$ cat src/rtl/change_pkg.sv
// ---------------------------------------------------------------------------
// change_pkg : shared states, denomination codes and default coin values
// Rev 1.0
// ---------------------------------------------------------------------------
`default_nettype none

package change_pkg;

  typedef enum logic [2:0] {
    ST_IDLE     = 3'd0,
    ST_SELECT   = 3'd1,
    ST_DISPENSE = 3'd2,
    ST_DONE     = 3'd3,
    ST_SHORT    = 3'd4
  } state_t;

  localparam logic [1:0] C_CODE_D0 = 2'd0;
  localparam logic [1:0] C_CODE_D1 = 2'd1;
  localparam logic [1:0] C_CODE_D2 = 2'd2;
  localparam logic [1:0] C_CODE_D3 = 2'd3;

  localparam int C_D0_DEF = 25;
  localparam int C_D1_DEF = 10;
  localparam int C_D2_DEF = 5;
  localparam int C_D3_DEF = 1;

endpackage

`default_nettype wire

$ cat src/rtl/coin_select.sv
// ---------------------------------------------------------------------------
// coin_select : picks the largest denomination not exceeding the amount owed
// Rev 1.0
// ---------------------------------------------------------------------------
`default_nettype none

module coin_select
  import change_pkg::*;
#(
  parameter int W = 8
) (
  input  logic [W-1:0] remaining_i,
  input  logic [W-1:0] d0_i,
  input  logic [W-1:0] d1_i,
  input  logic [W-1:0] d2_i,
  input  logic [W-1:0] d3_i,
  output logic [1:0]   code_o,
  output logic [W-1:0] value_o
);

  // Denominations are ordered largest first, so the first fit is the greedy pick.
  always_comb begin
    code_o  = C_CODE_D3;
    value_o = d3_i;
    if (remaining_i >= d0_i) begin
      code_o  = C_CODE_D0;
      value_o = d0_i;
    end else if (remaining_i >= d1_i) begin
      code_o  = C_CODE_D1;
      value_o = d1_i;
    end else if (remaining_i >= d2_i) begin
      code_o  = C_CODE_D2;
      value_o = d2_i;
    end
  end

endmodule

`default_nettype wire

$ cat src/rtl/change_dispenser.sv
// ---------------------------------------------------------------------------
// change_dispenser : computes Paid-Total and pays it out one coin per handshake
// Rev 1.0
// ---------------------------------------------------------------------------
`default_nettype none

module change_dispenser
  import change_pkg::*;
#(
  parameter int W  = 8,
  parameter int D0 = C_D0_DEF,
  parameter int D1 = C_D1_DEF,
  parameter int D2 = C_D2_DEF,
  parameter int D3 = C_D3_DEF
) (
  input  logic         Clock,
  input  logic         Reset,
  input  logic         Start,
  input  logic [W-1:0] Total,
  input  logic [W-1:0] Paid,
  input  logic         CoinAck,
  output logic         CoinValid,
  output logic [1:0]   CoinDenom,
  output logic [W-1:0] Remaining,
  output logic [W-1:0] CoinCount,
  output logic         Busy,
  output logic         Done,
  output logic         Short
);

  localparam logic [W-1:0] C_D0  = W'(D0);
  localparam logic [W-1:0] C_D1  = W'(D1);
  localparam logic [W-1:0] C_D2  = W'(D2);
  localparam logic [W-1:0] C_D3  = W'(D3);
  localparam logic [W-1:0] C_ONE = W'(1);

  state_t         state_q, state_d;
  logic [W-1:0]   rem_q, rem_d;
  logic [W-1:0]   cnt_q, cnt_d;
  logic           valid_q, valid_d;
  logic [1:0]     denom_q, denom_d;

  logic [1:0]     sel_code;
  logic [W-1:0]   sel_value;
  logic [W-1:0]   denom_value;

  coin_select #(.W(W)) u_coin_select (
    .remaining_i (rem_q),
    .d0_i        (C_D0),
    .d1_i        (C_D1),
    .d2_i        (C_D2),
    .d3_i        (C_D3),
    .code_o      (sel_code),
    .value_o     (sel_value)
  );

  // The amount deducted on ack follows the latched code, not the live selector.
  always_comb begin
    case (denom_q)
      C_CODE_D0: denom_value = C_D0;
      C_CODE_D1: denom_value = C_D1;
      C_CODE_D2: denom_value = C_D2;
      default:   denom_value = C_D3;
    endcase
  end

  always_comb begin
    state_d = state_q;
    rem_d   = rem_q;
    cnt_d   = cnt_q;
    valid_d = valid_q;
    denom_d = denom_q;
    case (state_q)
      ST_IDLE: begin
        if (Start) begin
          cnt_d = '0;
          if (Paid >= Total) begin
            rem_d   = Paid - Total;
            state_d = ST_SELECT;
          end else begin
            rem_d   = '0;
            state_d = ST_SHORT;
          end
        end
      end
      ST_SELECT: begin
        if (rem_q == '0) begin
          state_d = ST_DONE;
        end else begin
          denom_d = sel_code;
          valid_d = 1'b1;
          state_d = ST_DISPENSE;
        end
      end
      ST_DISPENSE: begin
        if (CoinAck) begin
          rem_d   = rem_q - denom_value;
          cnt_d   = cnt_q + C_ONE;
          valid_d = 1'b0;
          state_d = ST_SELECT;
        end
      end
      ST_DONE:  state_d = ST_IDLE;
      ST_SHORT: state_d = ST_IDLE;
      default:  state_d = ST_IDLE;
    endcase
  end

  always_ff @(posedge Clock) begin
    if (Reset) begin
      state_q <= ST_IDLE;
      rem_q   <= '0;
      cnt_q   <= '0;
      valid_q <= 1'b0;
      denom_q <= 2'd0;
    end else begin
      state_q <= state_d;
      rem_q   <= rem_d;
      cnt_q   <= cnt_d;
      valid_q <= valid_d;
      denom_q <= denom_d;
    end
  end

  assign CoinValid = valid_q;
  assign CoinDenom = denom_q;
  assign Remaining = rem_q;
  assign CoinCount = cnt_q;
  assign Busy      = (state_q != ST_IDLE);
  assign Done      = (state_q == ST_DONE);
  assign Short     = (state_q == ST_SHORT);

  logic unused_sel_value;
  assign unused_sel_value = ^sel_value;

endmodule

`default_nettype wire

$ cat config.mk
export PLATFORM = sky130hd
export DESIGN_NAME = change_dispenser
export DESIGN_NICKNAME = d
export VERILOG_FILES = /design/src/rtl/change_pkg.sv /design/src/rtl/coin_select.sv /design/src/rtl/change_dispenser.sv
export SDC_FILE = /design/constraint.sdc
export NUM_CORES = 1
export LEC_CHECK = 0
export ABC_AREA = 1
export CORE_MARGIN = 4
export CORE_UTILIZATION = 52
export CTS_BUF_LIST = sky130_fd_sc_hd__clkbuf_4 sky130_fd_sc_hd__clkbuf_8
export CTS_CLUSTER_DIAMETER = 150
export DETAILED_ROUTE_END_ITERATION = 8
export HOLD_SLACK_MARGIN = 0.05
export MAX_ROUTING_LAYER = met4
export PLACE_DENSITY_LB_ADDON = 0.15
export SYNTH_ARGS = -nofsm -noshare
export SYNTH_HDL_FRONTEND = slang
export SYNTH_SLANG_ARGS = --single-unit
$ cat constraint.sdc
create_clock -name Clock -period 2.5 [get_ports Clock]
set_input_delay 0.375 -clock Clock [delete_from_list [all_inputs] [get_ports Clock]]
set_output_delay 0.375 -clock Clock [all_outputs]
set_load 0.05 [all_outputs]
==> results by group, run 1 <==
Outcome
  • Status: complete, no violations

Placement
  • Pre-CTS setup slack: 0.0371 ns
  • RD Place Congestion: 0.858
  • DP HPWL: 3420 um
  • IO Port Bufs: 41

Timing
  • Fin. Hold Viols: 0
  • Setup Skew: 0.0127 ns
  • Tightest Pin Transition: between 0.6 and 0.7 ns
  • RSZ-0062 raised after global routing: false
  • Period utilization: 89.4%
  • Peak Freq: 0.447 GHz
  • Slew margin rel.: 58.6%
  • Setup_tns: 0 ns
  • Post-route setup slack: approximately 0.26 ns
  • Final slew viol count: 0
  • Final setup viols: 0
  • Hold Slack: 0.486 ns
  • Minimum clock period: 2.24 ns

Worst setup path
  • WP data arrival: 1.86 ns
  • Crit Path Class: flop to output pin
  • Critical Path Sink Type: output pin
  • CP required: 2.12 ns
  • CP startpoint kind: flop
  • Critical path fanouts, max: 5

GRT
  • Global route overflow: 0
  • Initial antenna violation count: 0
  • Largest net degree at the start of global routing: 16
  • First-pass GRT wire length: 6960 um
  • All-Layer GR Usage: 20.0%
  • Vias in the first global route: 1,687

CTS
  • Clock buffer depth: 2
  • CTS tree: built
  • # resized after CTS: 0
  • H-tree depth: 1
  • Worst skew pair latency: 0.32 ns
  • Cts hold-fix bufs: 0
  • Clk sinks: 22
  • CTS buffer count: 3
  • Reg clk slew, reported paths: 0.14 ns
  • Root Driver: clkbuf_4
  • Postcts setup bufs: 0

Floorplanning
  • Die area: 4650 um^2
  • Core Region: 3420 um^2
  • Initial core utilization: 55.1%
  • Io pins: between 40 and 50
  • Die height: 68.2 um
  • Die width: 68.2 um
  • # rows: 21

Hold path
  • HP Class: flop to flop

Final layout
  • Filler Cell Count: 316
  • Layout cells sized above 1: under 10%
  • Most common cell after layout, fill and taps aside: nand2_1
  • Most frequent cells in the layout: nand2_1 (78), inv_1 (53), clkdlybuf4s50_1 (41)
  • Area growth syn-to-layout: 26.2%
  • # diodes: 0
  • Nets@finish: 380

Drt
  • Remaining antenna violation count after routing: 0
  • DRT iter0 DRCs: 91
  • Residual DRC count: 0
  • Via Count: 1,939
  • DR pass1 iterations: 5
  • Vias per cell: 4.98
  • Routed wire length: 4210 um
  • DR WL/cell: approximately 11 um

Synthesis
  • Seq/Total Area, Yosys: 23.4%
  • Yosys warning count: 0
  • Syn_nets: 337
  • Yosys reg bits: 22
  • Syn avg cell area: 6.26 um^2
  • Mapped cell area: around 1900 um^2
  • Synth cell types: 28
  • Post-Syn Instances: approximately 300

Power and ir drop
  • Max VDD drop: 393 uV
  • P_leak: ~1.2 nW
  • Pwr Density: 733 nW/um^2

Flow run
  • Number of max-cap violations: 0
-- synth_stat cells --
library cell,number,area (um^2)
o21ai_0,10,50.1
nand2_1,78,293
clkbuf_2,1,5.00
nor3_1,6,30.0
and2_1,1,6.26
buf_6,3,33.8
o21ai_1,3,15.0
xnor2_1,2,17.5
nand3b_1,1,7.51
or2_2,3,18.8
nand3_2,3,30.0
o21bai_1,1,7.51
nor3_4,2,32.5
a31oi_1,2,12.5
o21ai_2,3,26.3
nor2_1,29,109
nand4_1,3,18.8
nand2_2,5,31.3
a21oi_2,3,26.3
nand3_1,18,90.1
inv_2,3,11.3
xor2_1,2,17.5
fa_1,2,40.0
dfxtp_1,22,440
ha_1,14,175
inv_1,53,199
a21oi_1,27,135
clkbuf_1,1,3.75
-- stage by stage --
step / total power, mW / util, % / std cells / cell area [um^2]
after global placement: 1.45 / 68.0 / 385 / 2320
after global routing: 1.89 / 69.6 / 389 / 2380
after detailed placement: 1.47 / 68.0 / 385 / 2320
after floorplan: 1.23 / - / 301 / 1880
after CTS: 1.75 / 69.6 / 389 / 2380
final: 1.74 / 69.6 / 389 / 2380
-- power by group --
group	internal (mW)	switching (mW)
registers	0.405	0.0755
clock network	0.162	0.120
logic	0.349	0.630
total	0.917	0.826
-- flip-flops by register name, summed over array words and instances (netlist names) --
register and flops:
CoinDenom 2, CoinCount 8, Remaining 8, CoinValid 1, state_q 3
-- worst max-delay path: stages (launching register included) --
cell	delay [ns]
dfxtp_1	0.50
inv_1	0.07
nor3_1	0.14
clkdlybuf4s50_1	0.83
-- worst paths after layout --
check | startpoint | to | slack [ns] | depth (start not counted)
setup reg to reg | CoinDenom[1] | Remaining[6] | 0.53 | 13
hold / removal | CoinValid | CoinValid | 0.49 | 2
setup / recovery | state_q[0] | Done | 0.26 | 3
hold reg to reg | CoinValid | CoinValid | 0.49 | 2
-- cells by family after synthesis --
family / after synthesis / share of synthesized area, %
AND/OR/NAND/NOR: 149 / 35.4
adder cells (fa/ha/maj): 16 / 11.4
buffers and inverters: 61 / 13.4
XOR/XNOR: 4 / 1.86
AO/OA/AOI/OAI: 49 / 14.5
flip-flops: 22 / 23.4
-- routing by layer --
| metal | GRT usage [%] | share of wire (%) | wire (um) | vias up |
|---|---|---|---|---|
| met5 | - | 0 | 0 | - |
| met3 | 3.94 | 4.6 | 192 | 4 |
| li1 | - | - | - | 1035 |
| met2 | 35.4 | 49 | 2040 | 46 |
| met4 | 2.98 | 0.64 | 27 | 0 |
| met1 | 23.9 | 46 | 1940 | 854 |
-- area by class of cell --
| cell class | count | area (um^2) | area share [%] |
|---|---|---|---|
| Clock buffer | 3 | 22.5 | 0.948 |
| Timing Repair Buffer | 43 | 425 | 17.9 |
| Tap cell | 46 | 57.6 | 2.42 |
| Inverter | 56 | 210 | 8.85 |
| Sequential cell | 22 | 440 | 18.5 |
| Multi-Input combinational cell | 218 | 1190 | 50.1 |
| Clock inverter | 1 | 30.0 | 1.26 |
Power figures use the tool's default switching activity.
==> run 2, diff against run 1 <==
SLEW_MARGIN = 25   (was default)
==> results of run 2 <==
The final DEF is identical to that of run 1; final timing and power are the same.
